[config.mk]
export PLATFORM = sky130hd
export DESIGN_NAME = fp_itof_pipe
export DESIGN_NICKNAME = d
export VERILOG_FILES = /design/src/rtl/fp_itof_pipe_pkg.sv /design/src/rtl/fp_lzc.sv /design/src/rtl/fp_itof_pipe.sv
export SDC_FILE = /design/constraint.sdc
export NUM_CORES = 1
export LEC_CHECK = 0
export ABC_AREA = 0
export ABC_CLOCK_PERIOD_IN_PS = 9800
export CAP_MARGIN = 30
export CORE_MARGIN = 2
export CORE_UTILIZATION = 62
export CTS_CLUSTER_SIZE = 24
export DETAILED_ROUTE_END_ITERATION = 8
export PLACE_DENSITY = 0.86
export SKIP_LAST_GASP = 1
export SYNTH_ARGS = -nofsm -noshare
export SYNTH_HDL_FRONTEND = slang
export SYNTH_SLANG_ARGS = --single-unit
export TNS_END_PERCENT = 100
[constraint.sdc]
create_clock -name clk -period 9.8 [get_ports clk]
set_input_delay 2.45 -clock clk [delete_from_list [all_inputs] [get_ports clk]]
set_output_delay 2.45 -clock clk [all_outputs]
set_load 0.1 [all_outputs]
[src/rtl/fp_itof_pipe_pkg.sv]
// Shared FP32 field widths, bias and rounding-mode encoding
// for the fp32_core execute path.
package gpu_parameters;

    typedef enum logic [1:0] {
        RM_RNE = 2'd0,
        RM_RTZ = 2'd1,
        RM_RDN = 2'd2,
        RM_RUP = 2'd3
    } round_mode_e;

    localparam int FP32_EXP_WIDTH  = 8;
    localparam int FP32_MANT_WIDTH = 23;
    localparam int FP32_BIAS       = 127;

    function automatic logic [31:0] fp32_pack(
        input logic                       sign,
        input logic [FP32_EXP_WIDTH-1:0]  exp,
        input logic [FP32_MANT_WIDTH-1:0] mant
    );
        return {sign, exp, mant};
    endfunction

endpackage

[src/rtl/fp_lzc.sv]
// Combinational leading-zero counter; an all-zero input
// reports WIDTH.
module fp_lzc #(
    parameter  int WIDTH = 32,
    localparam int CW    = $clog2(WIDTH) + 1
) (
    input  logic [WIDTH-1:0] value,
    output logic [CW-1:0]    count
);

    // Highest set bit wins because later iterations overwrite.
    always_comb begin
        count = CW'(WIDTH);
        for (int i = 0; i < WIDTH; i++) begin
            if (value[i]) count = CW'(WIDTH - 1 - i);
        end
    end

endmodule

[src/rtl/fp_itof_pipe.sv]
// Three-stage integer to FP32 converter with valid/ready
// backpressure and a pass-through issue tag.
module fp_itof_pipe
    import gpu_parameters::*;
#(
    parameter int INT_WIDTH = 32,
    parameter int TAG_WIDTH = 4
) (
    input  logic                 clk,
    input  logic                 rst,
    input  logic                 in_valid,
    output logic                 in_ready,
    input  logic [INT_WIDTH-1:0] in_int,
    input  logic                 in_signed,
    input  round_mode_e          in_rm,
    input  logic [TAG_WIDTH-1:0] in_tag,
    output logic                 out_valid,
    input  logic                 out_ready,
    output logic [31:0]          out_float,
    output logic                 out_inexact,
    output logic [TAG_WIDTH-1:0] out_tag
);

    localparam int W   = INT_WIDTH;
    localparam int LZW = $clog2(W) + 1;
    localparam int GW  = W + 24;

    if (INT_WIDTH < 8 || INT_WIDTH > 64) begin : g_bad_width
        $fatal(1, "fp_itof_pipe: INT_WIDTH must be 8..64");
    end

    typedef struct packed {
        logic                 sign;
        logic [W-1:0]         mag;
        round_mode_e          rm;
        logic [TAG_WIDTH-1:0] tag;
    } s1_t;

    typedef struct packed {
        logic                 zero;
        logic                 sign;
        logic [W-1:0]         norm;
        logic [7:0]           e;
        round_mode_e          rm;
        logic [TAG_WIDTH-1:0] tag;
    } s2_t;

    typedef struct packed {
        logic [31:0]          f;
        logic                 inexact;
        logic [TAG_WIDTH-1:0] tag;
    } s3_t;

    logic v1, v2, v3, adv, neg;
    s1_t s1, s1_d;
    s2_t s2, s2_d;
    s3_t s3, s3_d;
    logic [LZW-1:0] lz;

    assign adv      = !v3 || out_ready;
    assign in_ready = adv;

    assign neg = in_signed & in_int[W-1];

    always_comb begin
        s1_d      = '0;
        s1_d.sign = neg;
        s1_d.mag  = neg ? -in_int : in_int;
        s1_d.rm   = in_rm;
        s1_d.tag  = in_tag;
    end

    fp_lzc #(.WIDTH(W)) u_lzc (
        .value(s1.mag),
        .count(lz)
    );

    always_comb begin
        s2_d      = '0;
        s2_d.zero = (s1.mag == '0);
        s2_d.sign = s1.sign;
        s2_d.norm = s1.mag << lz;
        s2_d.e    = 8'(W - 1) - 8'(lz);
        s2_d.rm   = s1.rm;
        s2_d.tag  = s1.tag;
    end

    logic [GW-1:0] ext;
    logic [23:0]   m24;
    logic [24:0]   m25;
    logic [7:0]    exp_b;
    logic          g, s, inc, unused_hidden;

    // Zero padding below the operand makes G=S=0 for narrow widths.
    always_comb begin
        ext = {s2.norm, 24'b0};
        m24 = ext[GW-1 -: 24];
        g   = ext[W-1];
        s   = |ext[W-2:0];
        inc = 1'b0;
        unique case (s2.rm)
            RM_RNE: inc = g & (s | m24[0]);
            RM_RTZ: inc = 1'b0;
            RM_RDN: inc = (g | s) & s2.sign;
            RM_RUP: inc = (g | s) & !s2.sign;
        endcase
        m25   = {1'b0, m24} + 25'(inc);
        exp_b = s2.e + 8'(FP32_BIAS) + 8'(m25[24]);
        unused_hidden = m25[23];
        s3_d  = '0;
        s3_d.tag = s2.tag;
        if (!s2.zero) begin
            s3_d.f = fp32_pack(s2.sign, exp_b,
                               m25[24] ? 23'd0 : m25[22:0]);
            s3_d.inexact = g | s;
        end
    end

    always_ff @(posedge clk) begin
        if (rst) begin
            v1 <= 1'b0;
            v2 <= 1'b0;
            v3 <= 1'b0;
            s1 <= '0;
            s2 <= '0;
            s3 <= '0;
        end else if (adv) begin
            v1 <= in_valid;
            v2 <= v1;
            v3 <= v2;
            s1 <= s1_d;
            s2 <= s2_d;
            s3 <= s3_d;
        end
    end

    assign out_valid   = v3;
    assign out_float   = s3.f;
    assign out_inexact = s3.inexact;
    assign out_tag     = s3.tag;

endmodule
==> flow_summary.ini <==
[outcome]
status = finished, final reports clean

[logic_synthesis]
async_flop_share = 0
synth_compound_area_frac = 0.2490
synth_simple_gate_area_share = 0.2215
yosysWarningCount = 0
synth_top_area_frac = 0.3250
synth.mux.area_fraction = 0.08630
yosys.cell_types.count = 71
yosysSeqAreaShare = 0.3250
synth_nets = 1039
synth_seq_cells = 125
synth_xor_area_frac = 0.05916
syn-cell-area_um2 = 7699
synth_ff_type = dfxtp_1
synth_fa_ha_area_frac = 0.008126
yosysTopAreaCell = dfxtp_1
synth_top_family_by_area = compound AO/OA/AOI/OAI gates
netlist_instances = 991
synth_edf_count = 0
synth_area_leaders = dfxtp_1 (33%), nand2_1 (6.1%), nor2_1 (5.9%)
syn_area_per_cell_um2 = 7.769

[routing]
via_per_inst = 6.316
drc = 0
wire_per_inst_um = 18.02
dr.pass1.iters = 7
vias = 7611
drtIter0Drc = 831
antenna_left = 0
wirelength_um = 21710

[grt]
grt_max_degree = 100
grt_pass1_vias = 6856
grt_usage = 0.3275
antenna_found_initial = 0
grt.overflow.total = 0
grt_pass1_wl_um = 34360

[layout]
antennaDiodeCount = 0
syn_to_final_growth_pct = 18.38
final_nets = 1072
drive_gt1_frac = 0.07329

[worst_setup_path]
critPathRequiredTime_ns = 7.35
critPathKind = in2out
end_kind = output pin
critical_path_arrival_ns = 4.51
cp_max_fo = 43
crit_path_start_kind = primary input

[timing]
hold_violations = 0
worst_slew_pin_slew_ns = 1.046
fin_skew_ns = 0.01460
clock.fmax_ghz = 0.1437
layout_min_cycle_time_ns = 6.961
fin_ws_ns = 2.839
totalNegativeSetupSlack_ns = 0
rsz0062_at_grt = false
maxSlewHeadroom = 0.3007
maxSlewViolCount = 0
fin_crit_sh = 0.7103
finalSetupViolations = 0

[pwr]
comb_power_share = 0.328
switching_share = 0.3725
p_clk_frac = 0.341
p_per_area_nw_per_um2 = 210.9
internal_power_mw = 1.206
ir_worst_vdd_v = 0.0001226
seqPwrFrac = 0.332
p_sw_uw = 716.1
leakagePower_nw = 3.480

[clock_tree]
cts_resized = 0
root_buffer = clkbuf_16
cts.clk_slew.worst_paths_ns = 0.06
clock_path_buffers = 2
post_cts_buffers = 0
clk_latency_ns = 0.43
postCtsHoldBufs = 0
clock-sinks = 125
htreeDepth = 4
cts_made_buffers = 17
cts_tree = yes

[worst_hold_path]
hold_class = reg2reg

[floorplanning]
pin_count = 82
die_h_um = 115.4
fp.dieW_um = 115.4
die_area_um2 = 13320
start_util = 0.6383
core_um2 = 12060
row_count = 40

[placement]
dp_hpwl_um = 14900
place_ws_ns = 2.848
gp_congestion = 0.9696
portBuffers = 81

[job]
max_cap_violations = 0
==> logic make-up after synthesis <==
kind of cell | count (synthesis)
simple gates | 375
mux | 59
flops | 125
xor+xnor | 52
compound gates | 281
buf+inv | 94
fa+ha+maj | 5
==> cells in the final DEF (no fill, tap or decap), types with 6 or more instances in the layout <==
cell,n
a211oi_1,38
inv_1,15
nor4_1,13
mux2_2,9
clkdlybuf4s50_1,80
and2_1,8
o21ai_0,39
o31ai_1,10
a31oi_1,6
dfxtp_1,125
nor3_1,29
a22oi_1,39
clkbuf_16,17
nor2_1,120
or3_1,13
nand4_1,6
mux2i_1,45
a21oi_1,70
xnor2_1,26
nand3_1,18
or4_1,7
xor2_1,26
o211ai_1,11
nand2_1,125
o21a_1,7
a22o_1,6
and3_1,13
buf_4,10
==> layer usage <==
layer,wire length (um),vias up,track usage
met1,8976,3544,0.4133
met2,10360,318,0.5427
met5,0,-,0
met4,940,0,0.1751
met3,1436,67,0.04707
li1,-,3682,-
==> power by group through the flow <==
stage               logic, mW  clock network [mW]  registers (mW)
global route            0.673               0.682           0.644
finish                  0.630               0.655           0.637
floorplan               0.364                   0           0.739
CTS                     0.620               0.659           0.634
global placement        0.608                   0           0.642
detailed placement      0.616                   0           0.644
==> final cells by class <==
| class | count | area (um2) |
|---|---|---|
| multi-input combinational | 772 | 4818 |
| fill | 931 | 2948 |
| sequential | 125 | 2502 |
| timing repair buffer | 92 | 902.1 |
| clock buffer | 18 | 439.2 |
| tap | 168 | 210.2 |
| clock inverter | 14 | 181.4 |
| inverter | 16 | 60.06 |
==> worst max-delay path, cell delays in order <==
cell             delay [ns]
clkdlybuf4s50_1        0.51
nor2b_4                0.05
buf_4                  0.27
inv_2                  0.10
clkdlybuf4s50_1        1.13
==> synth_stat cells, types with 5 or more instances <==
cell type	instances
dfxtp_1	125
nand2_1	125
nor2_1	121
a21oi_1	70
clkbuf_1	54
mux2i_1	45
a22oi_1	39
o21ai_0	39
a211oi_1	38
nor3_1	29
xnor2_1	26
xor2_1	26
nand3_1	18
inv_1	15
and3_1	13
nor4_1	13
or3_1	13
o211ai_1	11
buf_1	10
buf_2	10
o31ai_1	10
mux2_2	9
and2_1	8
o21a_1	7
or4_1	7
a22o_1	6
a31oi_1	6
nand4_1	6
a211o_1	5
ha_1	5
mux4_2	5
nand2b_1	5
o22ai_1	5
==> path summary, 6_finish.rpt <==
kind / end / start / slack [ns] / cells past startpoint
hold / removal: ext[30] / ext[30] / 0.45 / 2
setup / recovery: in_ready / out_ready / 2.84 / 5
setup reg to reg: out_float[29] / s2[46] / 5.89 / 17
hold reg to reg: ext[30] / ext[30] / 0.45 / 2
==> flip-flops by register name (all words and copies together), names as in the netlist <==
signal	count
v2	1
out_tag	4
s1	39
out_inexact	1
ext	32
s2	14
out_valid	1
v1	1
out_float	32
==> metrics by stage <==
step | cells | total power, mW | cell area [um2] | util | hold slack, ns
after CTS | 1204 | 1.914 | 9102 | 0.7547 | 0.4534
after floorplan | 991 | 1.103 | 7699 | - | 0.4315
after detailed placement | 1172 | 1.260 | 8482 | 0.7032 | 0.4453
after global routing | 1205 | 1.999 | 9114 | 0.7556 | 0.4708
after global placement | 1171 | 1.249 | 8467 | 0.7020 | 0.4394
final | 1205 | 1.922 | 9114 | 0.7556 | 0.4502
Power figures use the tool's default switching activity.
